## src/rtl/tia_hsync_counter_pkg.sv

```systemverilog
// ============================================================================
// Module : tia_hsync_counter_pkg
// Brief  : Line-event LFSR states, counter width and LFSR step function.
// Rev    : 1.0  initial release
// ============================================================================
`default_nettype none

package tia_hsync_counter_pkg;

  localparam int LFSR_W = 6;

  localparam logic [LFSR_W-1:0] LINE_END_STATE    = 6'h0A;
  localparam logic [LFSR_W-1:0] HSYNC_SET_STATE   = 6'h0F;
  localparam logic [LFSR_W-1:0] HSYNC_RST_STATE   = 6'h3B;
  localparam logic [LFSR_W-1:0] HBLANK_RST_STATE  = 6'h0E;
  localparam logic [LFSR_W-1:0] HBLANK_LATE_STATE = 6'h3A;
  localparam logic [LFSR_W-1:0] LOCKUP_STATE      = 6'h3F;

  // All-ones never leaves itself under XNOR feedback, so it is forced back to zero.
  function automatic logic [LFSR_W-1:0] lfsr_next(input logic [LFSR_W-1:0] cur);
    logic [LFSR_W-1:0] nxt;
    nxt = {cur[LFSR_W-2:0], ~(cur[LFSR_W-1] ^ cur[LFSR_W-2])};
    if ((cur == LINE_END_STATE) || (cur == LOCKUP_STATE)) begin
      nxt = '0;
    end
    lfsr_next = nxt;
  endfunction

endpackage

`default_nettype wire

```

## src/rtl/tia_hsync_counter_phase.sv

```systemverilog
// ============================================================================
// Module : tia_hsync_counter_phase
// Brief  : 2-bit colour-clock phase counter with step-advance enable.
// Rev    : 1.0  initial release
// ============================================================================
`default_nettype none

module tia_hsync_counter_phase (
  input  logic       clock_i,
  input  logic       reset_i,
  input  logic       rsync_i,
  output logic [1:0] phase_o,
  output logic       adv_o
);

  logic [1:0] phase_q;
  logic [1:0] phase_d;

  always_comb begin
    phase_d = phase_q + 2'd1;
    if (rsync_i) begin
      phase_d = 2'd0;
    end
  end

  always_ff @(posedge clock_i) begin
    if (reset_i) begin
      phase_q <= 2'd0;
    end else begin
      phase_q <= phase_d;
    end
  end

  assign phase_o = phase_q;
  assign adv_o   = (phase_q == 2'd3);

endmodule

`default_nettype wire

```

## src/rtl/tia_hsync_counter.sv

```systemverilog
// ============================================================================
// Module : tia_hsync_counter
// Brief  : TIA horizontal sync LFSR counter with registered active-low
//          HSYNC/HBLANK set/reset strobes. TIA_HMOVE_LATE_BLANK_EN adds the
//          hmove_late_i late-HBLANK selection.
// Rev    : 1.0  initial release
// ============================================================================
`default_nettype none

module tia_hsync_counter
  import tia_hsync_counter_pkg::*;
(
  input  logic              clock_i,
  input  logic              reset_i,
  input  logic              rsync_i,
`ifdef TIA_HMOVE_LATE_BLANK_EN
  input  logic              hmove_late_i,
`endif
  output logic [LFSR_W-1:0] count_o,
  output logic [1:0]        phase_o,
  output logic              shb_n_o,
  output logic              shs_n_o,
  output logic              rhs_n_o,
  output logic              rhb_n_o,
  output logic              line_end_o
);

  logic              adv;
  logic [LFSR_W-1:0] count_q;
  logic [LFSR_W-1:0] count_d;
  logic [LFSR_W-1:0] rhb_state;
  logic              wrap_d;
  logic              wrap_q;
  logic              shb_n_q;
  logic              shs_n_q;
  logic              rhs_n_q;
  logic              rhb_n_q;
  logic              line_end_q;

  tia_hsync_counter_phase u_phase (
    .clock_i (clock_i),
    .reset_i (reset_i),
    .rsync_i (rsync_i),
    .phase_o (phase_o),
    .adv_o   (adv)
  );

`ifdef TIA_HMOVE_LATE_BLANK_EN
  assign rhb_state = hmove_late_i ? HBLANK_LATE_STATE : HBLANK_RST_STATE;
`else
  assign rhb_state = HBLANK_RST_STATE;
`endif

  always_comb begin
    count_d = count_q;
    wrap_d  = 1'b0;
    if (rsync_i) begin
      count_d = '0;
    end else if (adv) begin
      count_d = lfsr_next(count_q);
      wrap_d  = (count_q == LINE_END_STATE);
    end
  end

  // Strobes decode the pre-edge count, so they trail count by one clock.
  always_ff @(posedge clock_i) begin
    if (reset_i) begin
      count_q    <= '0;
      wrap_q     <= 1'b0;
      shb_n_q    <= 1'b1;
      shs_n_q    <= 1'b1;
      rhs_n_q    <= 1'b1;
      rhb_n_q    <= 1'b1;
      line_end_q <= 1'b0;
    end else begin
      count_q    <= count_d;
      wrap_q     <= wrap_d;
      shb_n_q    <= ~(count_q == '0);
      shs_n_q    <= ~(count_q == HSYNC_SET_STATE);
      rhs_n_q    <= ~(count_q == HSYNC_RST_STATE);
      rhb_n_q    <= ~(count_q == rhb_state);
      line_end_q <= wrap_q;
    end
  end

  assign count_o    = count_q;
  assign shb_n_o    = shb_n_q;
  assign shs_n_o    = shs_n_q;
  assign rhs_n_o    = rhs_n_q;
  assign rhb_n_o    = rhb_n_q;
  assign line_end_o = line_end_q;

endmodule

`default_nettype wire

```

## config.mk

```make
export PLATFORM = sky130hd
export DESIGN_NAME = tia_hsync_counter
export DESIGN_NICKNAME = d
export VERILOG_FILES = /design/src/rtl/tia_hsync_counter_pkg.sv /design/src/rtl/tia_hsync_counter_phase.sv /design/src/rtl/tia_hsync_counter.sv
export SDC_FILE = /design/constraint.sdc
export NUM_CORES = 1
export LEC_CHECK = 0
export BUFFER_PORTS_ARGS = -buffer_cell sky130_fd_sc_hd__buf_4
export CORE_MARGIN = 3
export CORE_UTILIZATION = 39
export DETAILED_ROUTE_END_ITERATION = 10
export SETUP_SLACK_MARGIN = 0.1
export SYNTH_ARGS = -nofsm -noshare
export SYNTH_HDL_FRONTEND = slang
export SYNTH_SLANG_ARGS = --single-unit
```

## constraint.sdc

```tcl
create_clock -name clock_i -period 2.9 [get_ports clock_i]
set_input_delay 0.29 -clock clock_i [delete_from_list [all_inputs] [get_ports clock_i]]
set_output_delay 0.29 -clock clock_i [all_outputs]
set_load 0.005 [all_outputs]
```

# Word-level counts from Yosys, hierarchy flattened
# Cells that the tools add are included.
classes:
  bitwise_logic: 7
  mux: 1
  add_sub_neg: 1
  eq_ne: 6
  n_reduce_logical: 4
ops:
  columns: ["cell", "n"]
  rows:
  - ["$eq 6x4->1 const B", 3]
  - ["$eq 6x6->1 const B", 2]
  - ["$logic_not 6->1", 1]
  - ["$mux 6", 1]
  - ["$not 1->1", 6]
  - ["$reduce_or 3->1", 1]
  - ["$add 2x1->2 const B", 1]
  - ["$eq 2x2->1 const B", 1]
  - ["$reduce_or 2->1", 1]
  - ["$logic_or 1x1->1", 1]
  - ["$xor 1x1->1", 1]
totals:
  input_bits: 3
  regBits: 14
  wordCells: 27
  output_inout_bits: 13

# Logic depth before layout (Yosys ltp)
# Gate-level depths: netlist of the first run.
depth:
  word_depth: 3
  ltp_mapped: 5

# By module
# From an unflattened synthesis of the first run, not the netlist that was laid out.
hier_totals:
  cells_unflattened: 64
  area_unflattened_um2: 628.1
modules_own_cells:
  columns: ["module", "cells_per_inst", "instances", "area_per_inst_um2"]
  rows:
  - ["tia_hsync_counter", 59, 1, 553.0]
  - ["tia_hsync_counter_phase", 5, 1, 75.1]

# Worst setup path after synthesis of the first run
# Ideal clock, no wire load.
synth_timing:
  kind: "reg2reg"
  start: "register count_q[4] (netlist: count_o[4])"
  end: "register count_q[4] (netlist: count_o[4])"
  synth_period_minus_slack_ns: 1.492
  arrival_time_ns: 1.370
  t_required_ns: 2.778
  path_stages_with_launch: 6
  setup_slack_ns: 1.408
  cell_sequence: "dfxtp_1 inv_1 ha_1 or3b_4 nor4bb_1 a311o_1"
synth_via:
  elab_chain_cells: 3
  word_cells_on_any_way: 4
  classes_between: "eq/ne (2); mux (1); reduce/logical (1)"
synth_lines:
  columns: ["item", "line", "source"]
  rows:
  - ["start, declared", "tia_hsync_counter.sv:29", "logic [LFSR_W-1:0] count_q;"]
  - ["start signal, assigned", "tia_hsync_counter.sv:76", "count_q <= count_d;"]
  - ["$eq 6x4->1 or $eq 6x6->1 (tied branches)", "tia_hsync_counter_pkg.sv:23", "if ((cur == LINE_END_STATE) || (cur == LOCKUP_STATE)) begin"]
  - ["$logic_or 1x1->1 (*)", "tia_hsync_counter_pkg.sv:23", null]
  - ["$mux 6 (*)", "tia_hsync_counter_pkg.sv:23", null]
# Mark *: on every way between the ends. The rest lies on a longest branch, timed or not.
# A chain may end at the register's enable or synchronous reset.

# Worst setup path after layout of the first run
# Ends and elaborated chain as after synthesis.

==> qor.yml, run 1 <==
synth:
  yosys-top-cells-area: "dfxtp_1 46%, ha_1 6.2%, nand2_1 6.2%, nand3_1 5.0%, a32oi_1 4.4%"
  synth_area_leader_cell: "dfxtp_1"
  synthDistinctLibCells: 22
  netlist_area_um2: 603
  syn_nets: 74
  synthCells: 68
  netlist.area_leader.share: 0.465
  synth-seq-cells: 14
  synth_area_per_cell_um2: 8.87
  ys_seq_area_frac: 0.465
  yosys_warnings: 0
global_routing:
  grt_start_max_net_pins: 11
  grt_pass1_wl_um: 2120
  grt_util_all_layers: 0.141
  grt_overflow_total: 0
  antenna_found_initial: 0
  grt_pass1_vias: 481
clocking:
  insertion_delay_ns: 0.28
  cts_tree: "built"
  holdBufCountCts: 0
  cts_buffer_depth: 2
  cts_max_level: 1
  numCtsBuffers: 3
  post_cts_buffers: 0
  cts.sinks: 14
  cts.repair.resized: 0
  path_clk_slew_ns: 0.08
  clockRootBuffer: "clkbuf_4"
setup_path:
  path_class: "flop to flop"
  cp-end-kind: "flop"
  critPathMaxFanout: 5
  arrival_ns: 1.75
  cp-start-kind: "flop"
  cp.required_ns: 3.07
final_layout:
  seq_area_um2: 280
  syn_to_final_growth_pct: 25.1
  finish.net_count: 90
  layout-drive-gt1-share: 0.265
  fillers: 137
  finish.utilization: 0.546
  multi_input_area_um2: 292
  num_antenna_cells: 0
power:
  intPower_uw: 277
  p_sw_uw: 69.6
  powerDensity_nw_per_um2: 459
  power.share.switching: 0.201
  total_power_uw: 346
  power_frac_seq: 0.564
  total_leakage_power_nw: 0.317
  ir_worst_vdd_uv: 228
  p_comb_frac: 0.041
  pwr-share-clk: 0.395
worst_hold_path:
  hold_path_class: "input port to flop"
floorplanning:
  die_w_um: 45.3
  fp.dieArea_um2: 2050
  start_util: 0.436
  core-area_um2: 1380
  die_h_um: 45.3
  rows: 13
  io_pins: 16
detailed_routing:
  drt_iter0_drc: 18
  wl_um: 1310
  antenna_left: 0
  firstDrtPassIters: 4
  drc: 0
  viasPerCell: 5.74
  dr_total_vias: 563
  wl_per_cell_um: 13.3
timing:
  fin_skew_ns: 0.00137
  fin_crit_sh: 0.545
  fmax_mhz: 632
  fin_crit_ns: 1.58
  whs_ns: 0.229
  tightest_slew_ns: 0.418
  report.final.hold_viol_count: 0
  relSlewSlack: 0.717
  grt_setup_unrepaired: "no"
  tns_ns: 0
  finalMaxSlewViolations: 0
  finalSetupViolCount: 0
run_status:
  run_status: "complete, no violations"
placement:
  gp_congestion: 0.806
  portBuffers: 15
  hpwl_um: 936
run:
  drv_cap: 0
-- cell families after synthesis --
family,share of synthesized area
flip-flops,0.465
AO/OA/AOI/OAI,0.0892
AND/OR/NAND/NOR,0.332
buffers and inverters,0.0519
adder cells (fa/ha/maj),0.0622
-- through the flow --
step / instances / setup WS [ns] / instance area (µm²)
2_1_floorplan: 68 / 1.41 / 603
3_3_place_gp: 94 / 1.39 / 718
3_5_place_dp: 94 / 1.33 / 718
4_1_cts: 98 / 1.31 / 754
5_1_grt: 98 / 1.23 / 754
6_report: 98 / 1.32 / 754
-- worst max-delay path: stages, from the launching register on --
cell and delay [ns]:
dfxtp_1 0.35, inv_1 0.07, ha_1 0.17, or3b_4 0.40
nor4bb_1 0.16, a311o_1 0.32
-- cell type report --
type	instances	share of cell area
inverters	4	0.0199
flip-flops and latches	14	0.371
well taps	15	0.0249
repair buffers	15	0.149
clock buffers	4	0.0481
multi-input cells	46	0.386
-- flip-flops by register name (all words and copies together) (netlist names) --
signal           cells
line_end_o           1
count_o              6
shb_n_o              1
wrap_q               1
rhb_n_o              1
rhs_n_o              1
u_phase.phase_o      2
shs_n_o              1
-- synthesized netlist by cell type --
cell type and n:
nor2_1 3, or3b_4 1, a32oi_1 3, nor3_1 2, clkbuf_1 3, buf_2 1
nand3_1 6, nor4bb_1 2, or2_2 2, nand4_1 3, and2_1 1, dfxtp_1 14
nor2b_1 2, nand2_1 10, o31ai_1 1, nor4_1 1, a311o_1 1, inv_1 4
ha_1 3, or3_1 1, a21oi_1 2, nor4b_1 2
-- path summary, 6_finish.rpt --
check	from	end	cells past startpoint	slack, ns
setup / recovery	count_o[4]	count_o[4]	5	1.32
hold / removal	reset_i	line_end_o	2	0.23
setup reg to reg	count_o[4]	count_o[4]	5	1.32
hold reg to reg	wrap_q	line_end_o	1	0.44
-- cells in the final DEF, fill, tap and decap left out --
cell type,count
buf_4,15
dfxtp_1,14
nand2_1,10
nand3_1,6
inv_1,4
nor2_1,3
a32oi_1,3
nand4_1,3
ha_1,3
clkbuf_4,3
or2_2,2
nor4b_1,2
nor4bb_1,2
nor2b_1,2
nor3_1,2
a21oi_1,2
or3b_4,1
o31ai_1,1
nor4_1,1
or3_1,1
and2_1,1
a311o_1,1
clkbuf_8,1
-- metal layers --
| metal | routed length (µm) | global-route usage |
|---|---|---|
| met1 | 573 | 0.180 |
| met2 | 603 | 0.218 |
| met3 | 130 | 0.0637 |
| met4 | 0 | 0.0351 |
| met5 | 0 | 0 |
-- power by group through the flow --
stage	clock [mW]	sequential [mW]	combinational, mW
3_3_place_gp	0	0.200	0.0144
3_5_place_dp	0	0.200	0.0141
4_1_cts	0.141	0.195	0.0141
5_1_grt	0.153	0.196	0.0158
6_report	0.137	0.195	0.0144
2_1_floorplan	0	0.200	0.00542
Power figures use the tool's default switching activity.
==> run 2, diff against run 1 <==
==> constraint.sdc (replaced) <==
create_clock -name clock_i -period 1.65 [get_ports clock_i]
set_input_delay 0.165 -clock clock_i [delete_from_list [all_inputs] [get_ports clock_i]]
set_output_delay 0.165 -clock clock_i [all_outputs]
set_load 0.005 [all_outputs]
==> run 2 against run 1 <==
Final area grew 5.3%. Sequential power grew 76%. Die area is the same. Combinational power grew 81%. Core utilization grew 2.9 points. Clock skew is essentially flat. Fmax grew 4.9%. Wire length grew 2.1%. Highest routed layer is now met4.
==> qor.yml, run 2 (synthesis gave the netlist of run 1 again) <==
clocking:
  clockRootBuffer: "clkbuf_4"  # unchanged
  numCtsBuffers: 3  # unchanged
  holdBufCountCts: 0  # unchanged
  cts_tree: "built"  # unchanged
  cts_max_level: 1  # unchanged
  cts_buffer_depth: 2  # unchanged
  insertion_delay_ns: 0.28  # about the same
  cts.sinks: 14  # unchanged
  path_clk_slew_ns: 0.08  # about the same
global_routing:
  busiest_layer: "met2"  # unchanged
  antenna_found_initial: 0  # unchanged
  grt_overflow_total: 0  # unchanged
  grt_pass1_wl_um: 2370  # was 2120 µm
  grt_start_max_net_pins: 10  # was 11
  grt_use_met1: 0.194  # was 0.180
  met2_usage: 0.257  # was 0.218
  grt_util_all_layers: 0.160  # was 0.141
  grt.met3_usage: 0.0637  # unchanged
  grt_pass1_vias: 512  # was 481
timing:
  tns_ns: 0  # unchanged
  fin_crit_ns: 1.51  # was 1.58 ns
  fin_skew_ns: 0.00185  # was 0.00137 ns
  finalMaxSlewViolations: 0  # unchanged
  whs_ns: 0.111  # was 0.229 ns
  report.final.hold_viol_count: 0  # unchanged
  grt_setup_unrepaired: "yes"  # was no
  worst_slack_ns: 0.143  # was 1.32 ns
  finalSetupViolCount: 0  # unchanged
  tightest_slew_ns: 0.416  # was 0.418 ns
  fmax_mhz: 663  # was 632 MHz
  relSlewSlack: 0.718  # was 0.717
  fin_crit_sh: 0.913  # was 0.545
setup_path:
  cp.required_ns: 1.82  # was 3.07 ns
  critPathMaxFanout: 4  # was 5
  arrival_ns: 1.68  # was 1.75 ns
  cpMaxStageDelayCell: "or3b_4"  # unchanged
  path_class: "flop to flop"  # unchanged
  cp-start-kind: "flop"  # unchanged
  crit_path_max_incr_delay_ns: 0.39  # was 0.40 ns
  path_cells: "inv_1, ha_2, or3b_4, nor4bb_2, a311o_1"  # was inv_1, ha_1, or3b_4, nor4bb_1, a311o_1
  cp-end-kind: "flop"  # unchanged
floorplanning:
  die_h_um: 45.3  # unchanged
  die_w_um: 45.3  # unchanged
  fp.dieArea_um2: 2050  # unchanged
  io_pins: 16  # unchanged
  core-area_um2: 1380  # unchanged
  rows: 13  # unchanged
  start_util: 0.436  # unchanged
detailed_routing:
  antenna_left: 0  # unchanged
  viasPerCell: 5.56  # was 5.74
  drt_iter0_drc: 8  # was 18
  dr_total_vias: 562  # was 563
  wl_per_cell_um: 13.2  # was 13.3 µm
  firstDrtPassIters: 4  # unchanged
  drc: 0  # unchanged
  wl_um: 1340  # was 1310 µm
final_layout:
  finish.net_count: 93  # was 90
  largest_reg_flops: 6  # unchanged
  final_common_cell: "buf_4"  # unchanged
  fillers: 133  # was 137
  num_antenna_cells: 0  # unchanged
  final_cell_mix: "18 x buf_4, 12 x dfxtp_1, 10 x nand2_1"  # was 15 x buf_4, 14 x dfxtp_1, 10 x nand2_1
  layout-drive-gt1-share: 0.349  # was 0.265
  seq_area_um2: 283  # was 280 µm²
  syn_to_final_growth_pct: 31.7  # was 25.1%
  multi_input_area_um2: 307  # was 292 µm²
placement:
  hpwl_um: 961  # was 936 µm
  portBuffers: 15  # unchanged
  pre_cts_ws_ns: 0.0793  # was 1.33 ns
  gp_congestion: 0.812  # was 0.806
run:
  drv_cap: 0  # unchanged
power:
  ir_worst_vdd_uv: 522  # was 228 µV
  intPower_uw: 487  # was 277 µW
  p_sw_uw: 125  # was 69.6 µW
  power_frac_seq: 0.561  # was 0.564
  total_leakage_power_nw: 0.332  # was 0.317 nW
  pwr-share-clk: 0.396  # was 0.395
  p_comb_frac: 0.043  # was 0.041
  powerDensity_nw_per_um2: 770  # was 459 nW/µm²
  power.share.switching: 0.204  # was 0.201
run_status:
  run_status: "complete, no violations"  # unchanged
worst_hold_path:
  hold_path_class: "input port to flop"  # unchanged
[run 2: power by group through the flow]
| stage | Clock [mW] | Combinational [mW] | Sequential [mW] |
|---|---|---|---|
| 6_report | 0.243 | 0.0261 | 0.343 |
| 5_1_grt | 0.274 | 0.0289 | 0.344 |
| 4_1_cts | 0.253 | 0.0254 | 0.343 |
| 3_5_place_dp | 0 | 0.0255 | 0.351 |
| 3_3_place_gp | 0 | 0.0254 | 0.351 |
| 2_1_floorplan | 0 | 0.00953 | 0.352 |
[run 2: per-layer routing]
layer	part of all wire	wire length, µm
met5	0	0
met4	0.0097	13
met3	0.071	95
met2	0.48	646
met1	0.43	580
[run 2: path summary, 6_finish.rpt]
path | startpoint | to | depth (start not counted) | slack [ns]
min reg2reg | wrap_q | line_end_o | 1 | 0.44
max reg2reg | count_o[5] | count_o[4] | 5 | 0.14
max | count_o[5] | count_o[4] | 5 | 0.14
min | reset_i | line_end_o | 2 | 0.11
[run 2: critical path: cells and delay by family (launching register included)]
family	cells	cell delay [ns]
simple gates	2	0.57
buf+inv	1	0.05
fa+ha+maj	1	0.16
compound gates	1	0.27
flops	1	0.34
[run 2: layout make-up]
type	instances	share of cell area
Multi-Input combinational cell	46	0.386
Sequential cell	14	0.356
Timing Repair Buffer	18	0.170
Clock buffer	4	0.0457
Tap cell	15	0.0236
Inverter	4	0.0189
[run 2: metrics by stage]
stage               power [mW]  std cells  instance area, µm²   util
finish                   0.612        101                 795  0.575
global route             0.647        101                 795  0.575
CTS                      0.621        100                 772  0.558
detailed placement       0.377         95                 726  0.525
global placement         0.377         95                 726  0.525
floorplan                0.361         68                 603      -
[run 2: timing repair]
item,in CTS,in global routing
buffers inserted,1,1
setup endpoints to repair,1,2
gates resized for setup,2,3
pin swaps,0,1
